$ cat config.mk
export PLATFORM = sky130hd
export DESIGN_NAME = hilo_div
export DESIGN_NICKNAME = d
export VERILOG_FILES = /design/src/rtl/hilo_div_pkg.sv /design/src/rtl/hilo_div.sv
export SDC_FILE = /design/constraint.sdc
export NUM_CORES = 1
export LEC_CHECK = 0
export ABC_AREA = 1
export BUFFER_PORTS_ARGS = -buffer_cell sky130_fd_sc_hd__buf_4
export CAP_MARGIN = 0
export CELL_PAD_IN_SITES_DETAIL_PLACEMENT = 1
export CELL_PAD_IN_SITES_GLOBAL_PLACEMENT = 2
export CORE_MARGIN = 1.5
export CORE_UTILIZATION = 32
export CTS_CLUSTER_DIAMETER = 50
export CTS_CLUSTER_SIZE = 20
export DETAILED_ROUTE_END_ITERATION = 10
export PLACE_DENSITY = 0.81
export SETUP_SLACK_MARGIN = 0.5
export SLEW_MARGIN = 30
export SYNTH_ARGS = -nofsm -noshare
export SYNTH_HDL_FRONTEND = slang
export SYNTH_SLANG_ARGS = --single-unit
$ cat constraint.sdc
create_clock -name clk -period 5.14 [get_ports clk]
set_input_delay 0.514 -clock clk [delete_from_list [all_inputs] [get_ports clk]]
set_output_delay 0.514 -clock clk [all_outputs]
set_load 0.02 [all_outputs]
$ cat src/rtl/hilo_div_pkg.sv
// Shared constants and helpers for the HI/LO multi-cycle divider.
// State encodings match the legacy DivFree/DivByZero/DivOn/DivEnd values.
package hilo_div_pkg;

  localparam int HiloBusW = 66;

  localparam logic [1:0] DivFree   = 2'b00;
  localparam logic [1:0] DivByZero = 2'b01;
  localparam logic [1:0] DivOn     = 2'b10;
  localparam logic [1:0] DivEnd    = 2'b11;

  function automatic logic [31:0] neg32(input logic [31:0] v);
    return ~v + 32'd1;
  endfunction

  // 0x80000000 maps onto itself, which is the right unsigned magnitude.
  function automatic logic [31:0] abs_mag(input logic [31:0] v, input logic is_signed);
    return (is_signed && v[31]) ? neg32(v) : v;
  endfunction

endpackage

$ cat src/rtl/hilo_div.sv
// Multi-cycle restoring divider for div/divu; emits one HI/LO write
// (remainder to HI, quotient to LO) and stalls the pipeline meanwhile.
module hilo_div
  import hilo_div_pkg::*;
(
  input  logic                clk,
  input  logic                rst,
  input  logic                flush,
  input  logic                start,
  input  logic                signed_op,
  input  logic [31:0]         dividend,
  input  logic [31:0]         divisor,
  output logic                stallreq,
  output logic [HiloBusW-1:0] hilo_bus,
  output logic                busy
);

  logic [1:0]          state_r;
  logic [1:0]          state_nxt_s;
  logic [31:0]         dvd_r;
  logic [31:0]         dvs_r;
  logic [31:0]         rem_r;
  logic [31:0]         quo_r;
  logic [4:0]          cnt_r;
  logic                quo_neg_r;
  logic                rem_neg_r;
  logic                busy_r;
  logic [HiloBusW-1:0] hilo_bus_r;

  logic                accept_s;
  logic [32:0]         rem_shift_s;
  logic                fits_s;
  logic [31:0]         diff_s;
  logic [31:0]         rem_nxt_s;
  logic [31:0]         quo_nxt_s;
  logic [31:0]         quo_fix_s;
  logic [31:0]         rem_fix_s;

  assign accept_s = (state_r == DivFree) && start && !flush;
  assign stallreq = accept_s || (state_r == DivOn) || (state_r == DivByZero);
  assign hilo_bus = hilo_bus_r;
  assign busy     = busy_r;

  // One restoring step: shift in the next dividend bit, keep the trial difference if it fits.
  always_comb begin
    rem_shift_s = {rem_r, dvd_r[31]};
    fits_s      = (rem_shift_s >= {1'b0, dvs_r});
    diff_s      = rem_shift_s[31:0] - dvs_r;
    if (fits_s) begin
      rem_nxt_s = diff_s;
      quo_nxt_s = {quo_r[30:0], 1'b1};
    end else begin
      rem_nxt_s = rem_shift_s[31:0];
      quo_nxt_s = {quo_r[30:0], 1'b0};
    end
    quo_fix_s = quo_neg_r ? neg32(quo_nxt_s) : quo_nxt_s;
    rem_fix_s = rem_neg_r ? neg32(rem_nxt_s) : rem_nxt_s;
  end

  // Next-state selection; flush wins over everything.
  always_comb begin
    state_nxt_s = state_r;
    if (flush) begin
      state_nxt_s = DivFree;
    end else begin
      case (state_r)
        DivFree: begin
          if (start) begin
            state_nxt_s = (divisor == 32'd0) ? DivByZero : DivOn;
          end else begin
            state_nxt_s = DivFree;
          end
        end
        DivByZero: state_nxt_s = DivEnd;
        DivOn: begin
          if (cnt_r == 5'd31) begin
            state_nxt_s = DivEnd;
          end else begin
            state_nxt_s = DivOn;
          end
        end
        DivEnd:  state_nxt_s = DivFree;
        default: state_nxt_s = DivFree;
      endcase
    end
  end

  // State, datapath and the one-cycle result write.
  always_ff @(posedge clk) begin
    if (rst) begin
      state_r    <= DivFree;
      busy_r     <= 1'b0;
      dvd_r      <= 32'd0;
      dvs_r      <= 32'd0;
      rem_r      <= 32'd0;
      quo_r      <= 32'd0;
      cnt_r      <= 5'd0;
      quo_neg_r  <= 1'b0;
      rem_neg_r  <= 1'b0;
      hilo_bus_r <= {HiloBusW{1'b0}};
    end else begin
      state_r    <= state_nxt_s;
      busy_r     <= (state_nxt_s != DivFree);
      hilo_bus_r <= {HiloBusW{1'b0}};
      if (accept_s) begin
        dvd_r     <= abs_mag(dividend, signed_op);
        dvs_r     <= abs_mag(divisor, signed_op);
        quo_neg_r <= signed_op && (dividend[31] ^ divisor[31]);
        rem_neg_r <= signed_op && dividend[31];
        rem_r     <= 32'd0;
        quo_r     <= 32'd0;
        cnt_r     <= 5'd0;
      end else if ((state_r == DivOn) && !flush) begin
        dvd_r <= {dvd_r[30:0], 1'b0};
        rem_r <= rem_nxt_s;
        quo_r <= quo_nxt_s;
        cnt_r <= cnt_r + 5'd1;
        if (cnt_r == 5'd31) begin
          hilo_bus_r <= {1'b1, 1'b1, rem_fix_s, quo_fix_s};
        end
      end else if ((state_r == DivByZero) && !flush) begin
        hilo_bus_r <= {1'b1, 1'b1, 32'd0, 32'd0};
      end
    end
  end

endmodule

==> results of run 1 <==
sequential cells by signal (all words and copies together), names as in the netlist:
register and flops:
busy 1, cnt_r 5, dvd_r 32, dvs_r 32
hilo_bus 65, quo_neg_r 1, quo_r 31, rem_neg_r 1
rem_r 32, state_r 2
how the worst max path moves through the flow:
stage	from	to	slack, ns	cells after the start
6_report	dvs_r[27]	hilo_bus[30]	0.91	25
5_1_grt	dvs_r[27]	hilo_bus[56]	0.54	23
4_1_cts	dvs_r[27]	hilo_bus[30]	0.60	25
3_5_place_dp	dvs_r[27]	hilo_bus[30]	0.63	25
3_3_place_gp	dvs_r[27]	hilo_bus[30]	0.69	25
2_1_floorplan	dvs_r[20]	hilo_bus[30]	1.45	28
stage by stage:
stage	setup slack [ns]	area [um2]	power, mW	utilization	hold WS, ns
global route	0.5379	15190	5.710	0.3913	0.2510
finish	0.9111	15190	5.376	0.3913	0.2539
CTS	0.5982	15150	5.433	0.3902	0.2252
floorplan	1.446	12670	2.818	-	0.4211
detailed placement	0.6261	14140	3.323	0.3642	0.4437
global placement	0.6927	14140	3.299	0.3642	0.4344
timing repair:
item	4_1_cts	5_1_grt
buffers inserted	0	3
endpoints found under the setup margin	0	5
resized for setup	0	4
routing by layer:
metal,part of all wire,wire [um],vias to the layer above,GRT usage
li1,-,-,6629,-
met1,0.46,21040,6227,0.2829
met2,0.48,22220,163,0.3995
met3,0.032,1448,66,0.02999
met4,0.025,1166,0,0.06157
met5,0,0,-,0
worst reg2reg max path, cell delays in order (launching register included):
cell and delay [ns]:
dfxtp_1 0.46, inv_1 0.08, ha_1 0.36, nand2_1 0.18, nor2_1 0.14, nand2_1 0.09
nor2_1 0.05, nand3_1 0.11, nand3_2 0.10, nor2_4 0.29, nand2_8 0.07, inv_2 0.07
ha_1 0.13, inv_1 0.05, nor3_1 0.26, nand2_1 0.15, nor3_2 0.16, nand2_1 0.14
nor3_4 0.20, nand2_1 0.14, o21ai_1 0.22, inv_1 0.06, a21oi_1 0.20, o21ai_0 0.15
o21ai_0 0.19, a21oi_1 0.05
kinds of logic (layout without fill, tap and decap cells):
family          after synthesis  count (layout)  share of synthesized area
simple gates                934             934                     0.3127
compound gates              397             397                     0.1735
buf+inv                     361             493                     0.1113
flops                       202             202                     0.3193
xor+xnor                     57              57                    0.03942
fa+ha+maj                    43              43                    0.04307
mux                           1               1                  0.0007903
power groups by stage:
stage / sequential, mW / combinational, mW / clock (mW)
final: 1.63 / 1.68 / 2.07
after global routing: 1.63 / 1.89 / 2.19
after CTS: 1.63 / 1.67 / 2.13
after detailed placement: 1.66 / 1.66 / 0
after global placement: 1.66 / 1.64 / 0
after floorplan: 1.65 / 1.17 / 0
layout make-up:
type                       instances  area share
tap                              518     0.04266
clock inverter                    19     0.01647
multi-input combinational       1432      0.4777
inverter                         288     0.07115
clock buffer                      33     0.04999
timing repair buffer             153     0.07585
sequential                       202      0.2662
placed cells by master, fill, tap and decap left out, drive strengths merged, types with 42 or more instances in the layout:
cell / instances
nand2: 517
dfxtp: 202
a21oi: 163
buf: 153
inv: 293
nand3: 99
nor2: 217
o21ai: 162
nor3: 57
ha: 42
==> impl_metrics.py, run 1 <==
metrics = {
    "status": {
        "outcome": "finished clean",
    },
    "yosys": {
        "synth_nets": 2107,
        "yosysWarnings": 0,
        "synthTopCellsByArea": "dfxtp_1, nand2_1, inv_1",
        "yosysMostFrequentCell": "nand2_1",
        "synth.distinct_cells": 51,
        "yosysTopAreaCellShare": 0.3193,
        "postSynthCellCount": 1995,
        "ys_seq_area_frac": 0.3193,
        "mappedNetlistArea_um2": 12670,
        "synth_edf_count": 0,
        "yosys-top-cells-count": "nand2_1, inv_1, nor2_1",
        "synth_top_cell_by_area": "dfxtp_1",
        "ys_async_sr_fraction": 0,
        "syn_avg_cell_area_um2": 6.349,
        "ys.flop_type": "dfxtp_1",
        "ys_seq_elements": 202,
    },
    "sta": {
        "slew_violations": 0,
        "rsz0062_at_grt": "false",
        "fmax_mhz": 236.5,
        "setup_viol": 0,
        "worstMarginPinSlew_ns": 0.7993,
        "hold_violations": 0,
        "slew_headroom": 0.4652,
        "tns_ns": 0,
        "skew_ns": 0.01422,
        "min_period_ns": 4.229,
        "finalCritPeriodShare": 0.8227,
    },
    "clock_tree": {
        "numCtsBuffers": 28,
        "clk_pin_slew_ns": 0.06,
        "clkLatencyLatePin_ns": 0.57,
        "cts_root_buffer": "clkbuf_16",
        "clock_sinks": 202,
        "clk_path_buf_depth": 3,
        "cts_tree": "built",
        "htreeDepth": 1,
        "hold_buffers": 0,
    },
    "pwr": {
        "powerDensity_nw_per_um2": 353.8,
        "p_leak_nw": 7.281,
        "netSwitchingFraction": 0.3804,
        "seqPwrFrac": 0.302,
        "switchingPower_mw": 2.045,
        "intPower_mw": 3.331,
        "clkPwrFrac": 0.386,
        "ir_drop_mv": 0.2430,
        "p_comb_frac": 0.312,
    },
    "setup_path": {
        "rr_worst_depth": 25,
        "cp_top_family": "simple AND/OR/NAND/NOR gates",
        "critPathLaunchType": "flop",
        "crit_path_max_incr_delay_ns": 0.46,
        "arrival_ns": 4.67,
        "cp-end-kind": "flop",
        "path_max_fanout": 8,
        "crit_top_cell": "nand2_1",
        "crit_path_top_delay_cell": "dfxtp_1",
        "r2r_start": "dvs_r[27]",
        "cp_num_buf_inv": 4,
        "r2r_end": "hilo_bus[30]",
        "required_ns": 5.58,
        "r2r_setup_slack_ns": 0.91,
        "critPathKind": "reg -> reg",
    },
    "floorplanning": {
        "coreArea_um2": 38830,
        "rows": 72,
        "die-area_um2": 40780,
        "die_h_um": 202.0,
        "dieWidth_um": 202.0,
        "io_pins": 137,
        "start_util": 0.3262,
    },
    "drt": {
        "vias": 13085,
        "ant_nets": 0,
        "dr.pass1.iters": 4,
        "route.detailed.drc": 0,
        "wl_um": 45870,
        "viasPerCell": 4.947,
        "drt-initial-drc-count": 485,
        "wire_per_inst_um": 17.34,
    },
    "min_path": {
        "hold_end": "dvd_r[31]",
        "min_path_type": "in -> reg",
        "hp-start": "dividend[31]",
        "holdPathStages": 3,
    },
    "grt": {
        "grt_max_degree": 98,
        "grt_pass1_vias": 13505,
        "grt-ovfl-total": 0,
        "grt_pass1_wl_um": 72950,
        "grt_usage": 0.2247,
        "antenna_found_initial": 0,
    },
    "layout": {
        "area_growth_pct": 19.95,
        "instances_no_fill": 2645,
        "drive_above_1_share": 0.1279,
        "nNetsFinal": 2217,
        "fillers": 5105,
        "diodes": 0,
        "multiInputGateArea_um2": 7258,
        "ff_latch_area_um2": 4044,
    },
    "placed_design": {
        "dp_hpwl_um": 35630,
        "place_inst": 2590,
        "io_buffers": 136,
        "gp_congestion": 0.8943,
    },
    "job": {
        "maxCapViolations": 0,
    },
}
Note: power is estimated with default switching activity, not from simulation.
==> inputs of run 2 (changes only) <==
==> constraint.sdc (replaced) <==
create_clock -name clk -period 4.4 [get_ports clk]
set_input_delay 0.44 -clock clk [delete_from_list [all_inputs] [get_ports clk]]
set_output_delay 0.44 -clock clk [all_outputs]
set_load 0.02 [all_outputs]
==> run 2 against run 1 <==
  * Clock power increased by 48%
  * Die area did not move
  * Critical endpoint is now dvs_r[18]
  * Design area rose by 3.5%
  * Setup slack got worse by 0.13 ns
  * Critical path type unchanged
  * Highest routed layer unchanged
==> impl_metrics.py, run 2 (synthesis results as in run 1) <==
metrics = {
    "status": {
        "outcome": "finished clean",
    },
    "drt": {
        "dr.pass1.iters": 4,
        "wl_um": 46890,
        "viasPerCell": 4.987,
        "ant_nets": 0,
        "wire_per_inst_um": 17.62,
        "vias": 13270,
        "drt-initial-drc-count": 531,
        "met1Wirelength_um": 21290,
        "wl_met3_um": 1602,
        "wl_met2_um": 23040,
        "dr.max_layer_used": "met4",
        "route.detailed.drc": 0,
    },
    "clock_tree": {
        "cts_root_buffer": "clkbuf_16",
        "numCtsBuffers": 34,
        "clk_path_buf_depth": 3,
        "clk_pin_slew_ns": 0.05,
        "clkLatencyLatePin_ns": 0.53,
        "cts_tree": "built",
        "htreeDepth": 2,
        "cts_setup_buffers": 0,
        "hold_buffers": 0,
        "clock_sinks": 202,
    },
    "layout": {
        "fillers": 5019,
        "final_common_cell": "nand2_1",
        "diodes": 0,
        "instances_no_fill": 2661,
        "nNetsFinal": 2229,
        "drive_above_1_share": 0.1512,
        "ff_latch_area_um2": 4049,
        "largest_reg_flops": 65,
        "multiInputGateArea_um2": 7410,
        "final_area_um2": 15730,
        "utilization": 0.4050,
        "final_cell_mix": "nand2_1, inv_1, dfxtp_1",
        "area_growth_pct": 24.15,
    },
    "floorplanning": {
        "dieWidth_um": 202.0,
        "coreArea_um2": 38830,
        "die_h_um": 202.0,
        "rows": 72,
        "io_pins": 137,
        "start_util": 0.3262,
        "die-area_um2": 40780,
    },
    "sta": {
        "slew_headroom": 0.3561,
        "setup_viol": 0,
        "min_period_ns": 3.622,
        "finalCritPeriodShare": 0.8232,
        "tns_ns": 0,
        "rsz0062_at_grt": "false",
        "worstMarginPinSlew_ns": 0.9599,
        "fmax_mhz": 276.1,
        "hold_violations": 0,
        "skew_ns": 0.03061,
        "slew_violations": 0,
    },
    "grt": {
        "grt_pass1_vias": 13892,
        "grt_pass1_wl_um": 75140,
        "grt-ovfl-total": 0,
        "grt_usage": 0.2314,
        "grt_max_degree": 60,
        "antenna_found_initial": 0,
    },
    "placed_design": {
        "dp_hpwl_um": 35620,
        "gp_congestion": 0.9221,
        "placed_area_um2": 14200,
        "place_inst": 2598,
        "io_buffers": 136,
    },
    "setup_path": {
        "crit_path_max_incr_delay_ns": 1.00,
        "required_ns": 4.84,
        "crit_top_cell": "buf_4",
        "arrival_ns": 4.07,
        "path_cells": "inv_1, ha_1, inv_1, nor3_2, buf_4, nor2_4, buf_4, clkinv_1, buf_4, o21ai_0",
        "critPathKind": "reg -> reg",
        "path_max_fanout": 59,
        "crit_path_top_delay_cell": "clkinv_1",
        "critPathLaunchType": "flop",
        "cp-end-kind": "flop",
    },
    "pwr": {
        "powerDensity_nw_per_um2": 445.8,
        "total_power_mw": 7.010,
        "p_leak_nw": 7.467,
        "ir_drop_mv": 0.2368,
    },
    "min_path": {
        "min_path_type": "in -> reg",
    },
    "job": {
        "maxCapViolations": 0,
    },
}
run 2: cell types whose count changed in the layout (fill, tap and decap cells not counted), sizes merged:
cell,delta
bufinv,+6
clkbuf,+6
buf,+5
clkinv,-1
run 2: per-stage QoR:
step | setup WS [ns] | hold WS, ns
floorplan | 0.7059 | 0.4211
global placement | 0.3196 | 0.4350
detailed placement | 0.3463 | 0.4430
CTS | 0.5233 | 0.2035
global route | 0.4861 | 0.2261
finish | 0.7781 | 0.2306
run 2: report_power, final:
| group | switching (mW) | internal [mW] |
|---|---|---|
| Clock | 1.06 | 2.01 |
| Sequential | 0.0258 | 1.88 |
| Combinational | 1.42 | 0.614 |
run 2: final cells by class:
class                      count  share of cell area
multi-input combinational   1432              0.4712
sequential                   202              0.2575
timing repair buffer         159             0.07829
inverter                     288             0.06875
clock buffer                  38             0.05570
tap                          518             0.04122
clock inverter                24             0.02737
run 2: worst paths after layout:
kind / startpoint / endpoint / slack (ns) / cells after the start
worst min-delay path: dividend[31] / dvd_r[31] / 0.23 / 3
worst max-delay path: state_r[0] / dvs_r[18] / 0.78 / 10
worst min register to register: dvs_r[22] / dvs_r[22] / 0.46 / 2
worst max register to register: state_r[0] / dvs_r[18] / 0.78 / 10
run 2: critical path, delay by kind of cell (launching register included):
kind	cells	cell delay, ns
simple gates	2	0.15
compound gates	1	0.21
buf+inv	6	2.58
flops	1	0.34
fa+ha+maj	1	0.20
run 2: repair_timing:
action / 4_1_cts / 5_1_grt
setup endpoints to repair: 12 / 24
gates cloned: 0 / 1
resized for setup: 5 / 45
pin swaps: 0 / 2
run 2: metal layers:
metal  track usage  vias up
li1              -     6669
met1        0.2905     6357
met2        0.4148      181
met3       0.03354       63
met4       0.05357        0
met5             0        -
==> inputs of run 3 (changes only) <==
==> constraint.sdc (replaced) <==
create_clock -name clk -period 3.8 [get_ports clk]
set_input_delay 0.38 -clock clk [delete_from_list [all_inputs] [get_ports clk]]
set_output_delay 0.38 -clock clk [all_outputs]
set_load 0.02 [all_outputs]
==> run 3 against run 2 <==
  * Core utilization grew 1.6 points
  * Setup slack lost 0.44 ns
  * Non-clock buffer count grew 25
  * Combinational power grew 27%
  * Flip-flop and latch count is the same
  * Power grew 13%
  * First-iteration DRC count grew 18%
  * Global-route usage is essentially flat
  * Sequential share of layout area shrank 0.76 points
  * Critical path depth grew 12
==> impl_metrics.py, run 3 (synthesis results as in run 1) <==
metrics = {
    "status": {
        "outcome": "finished clean",
    },
    "min_path": {
        "min_path_type": "in -> reg",
    },
    "placed_design": {
        "place_inst": 2607,
        "gp_congestion": 0.9036,
        "io_buffers": 136,
        "place_ws_ns": 0.008234,
        "dp_hpwl_um": 36160,
    },
    "pwr": {
        "powerDensity_nw_per_um2": 484.1,
        "seqPwrFrac": 0.279,
        "p_leak_nw": 7.597,
        "ir_drop_mv": 0.2733,
        "p_comb_frac": 0.327,
        "clkPwrFrac": 0.394,
        "intPower_mw": 4.931,
        "netSwitchingFraction": 0.3772,
        "total_power_mw": 7.917,
        "switchingPower_mw": 2.986,
    },
    "setup_path": {
        "crit_path_top_delay_cell": "dfxtp_1",
        "path_cells": "inv_2, ha_4, a21o_1, a21oi_1, nand3_2, nor2_4, nand2_8, inv_6, ha_4, inv_4, nor3_4, nand2_2, nor3_4, nand2_2, nor3_4, nand2_2, o21ai_2, inv_1, a21oi_2, o21ai_1, o21ai_1, a21oi_1",
        "arrival_ns": 3.86,
        "path_max_fanout": 5,
        "cp_num_buf_inv": 4,
        "cp_top_family": "simple AND/OR/NAND/NOR gates",
        "critPathKind": "reg -> reg",
        "critPathLaunchType": "flop",
        "required_ns": 4.20,
        "cp-end-kind": "flop",
        "crit_path_max_incr_delay_ns": 0.32,
    },
    "clock_tree": {
        "cts_tree": "built",
        "clk_pin_slew_ns": 0.05,
        "hold_buffers": 0,
        "htreeDepth": 2,
        "clk_path_buf_depth": 3,
        "numCtsBuffers": 34,
        "clock_sinks": 202,
        "cts_root_buffer": "clkbuf_16",
        "clkLatencyLatePin_ns": 0.53,
    },
    "floorplanning": {
        "die-area_um2": 40780,
        "dieWidth_um": 202.0,
        "start_util": 0.3262,
        "coreArea_um2": 38830,
        "io_pins": 137,
        "rows": 72,
        "die_h_um": 202.0,
    },
    "sta": {
        "hold_violations": 0,
        "worst_slack_ns": 0.3376,
        "fmax_mhz": 288.8,
        "finalCritPeriodShare": 0.9112,
        "skew_ns": 0.02736,
        "slew_violations": 0,
        "setup_viol": 0,
        "rsz0062_at_grt": "true",
        "holdWs_ns": 0.1775,
        "min_period_ns": 3.462,
        "slew_headroom": 0.3809,
        "worstMarginPinSlew_ns": 0.9229,
    },
    "grt": {
        "met3_usage": 0.03531,
        "use_met1": 0.2851,
        "grt-ovfl-total": 0,
        "gr-usage-met2": 0.4095,
        "grt_pass1_wl_um": 75020,
        "grt_pass1_vias": 13843,
        "grt_usage": 0.2314,
        "busiest_layer": "met2",
        "grt_max_degree": 98,
        "antenna_found_initial": 0,
    },
    "drt": {
        "wl_um": 47280,
        "wire_per_inst_um": 17.62,
        "vias": 13384,
        "viasPerCell": 4.987,
        "drt-initial-drc-count": 626,
        "ant_nets": 0,
        "dr.pass1.iters": 5,
        "route.detailed.drc": 0,
    },
    "layout": {
        "instances_no_fill": 2684,
        "nNetsFinal": 2254,
        "largest_reg_flops": 65,
        "utilization": 0.4212,
        "drive_above_1_share": 0.2078,
        "diodes": 0,
        "final_common_cell": "nand2_1",
        "area_growth_pct": 29.11,
        "final_cell_mix": "nand2_1, inv_1, nor2_1",
    },
    "job": {
        "maxCapViolations": 0,
    },
}
[run 3: area by class of cell]
type,instances,area [um2]
Fill cell,4961,22470
Multi-Input combinational cell,1432,7963
Sequential cell,202,4086
Timing Repair Buffer,184,1413
Inverter,288,1089
Clock buffer,42,962.2
Tap cell,518,648.1
Clock inverter,18,192.7
[run 3: worst paths after layout]
path                   start           end  slack [ns]  cells after the start
setup / recovery   dvs_r[30]  hilo_bus[30]        0.34                     22
hold / removal    divisor[7]      dvs_r[7]        0.18                      3
setup reg to reg   dvs_r[30]  hilo_bus[30]        0.34                     22
hold reg to reg    dvs_r[24]     dvs_r[24]        0.45                      2
[run 3: timing repair]
action | 4_1_cts | 5_1_grt
resized for setup | 83 | 80
setup buffers | 9 | 8
pin swaps | 10 | 26
setup endpoints to repair | 49 | 42
[run 3: layer usage]
metal  vias up  routed length [um]
met3        88                1818
met5         -                   0
met4         0                1511
li1       6726                   -
met2       233               22910
met1      6337               21040
[run 3: power by group through the flow]
stage          sequential, mW  clock (mW)  combinational, mW
2_1_floorplan            2.24           0               1.61
3_3_place_gp             2.25           0               2.31
3_5_place_dp             2.25           0               2.34
4_1_cts                  2.21        3.20               2.45
5_1_grt                  2.21        3.27               2.89
6_report                 2.21        3.12               2.59
[run 3: metrics by stage]
step	setup TNS [ns]	cell area (um2)
after floorplan	0	12860
after global placement	-0.02293	14470
after detailed placement	0	14470
after CTS	0	16020
after global routing	0	16350
final	0	16350
[run 3: worst reg2reg max path: cells and delay by family (launching register included)]
kind | cells | cell delay (ns)
buffers and inverters | 4 | 0.25
adders and majority gates | 2 | 0.42
AOI/OAI and AO/OA | 7 | 1.02
and+or+nand+nor | 9 | 1.33
DFF | 1 | 0.32
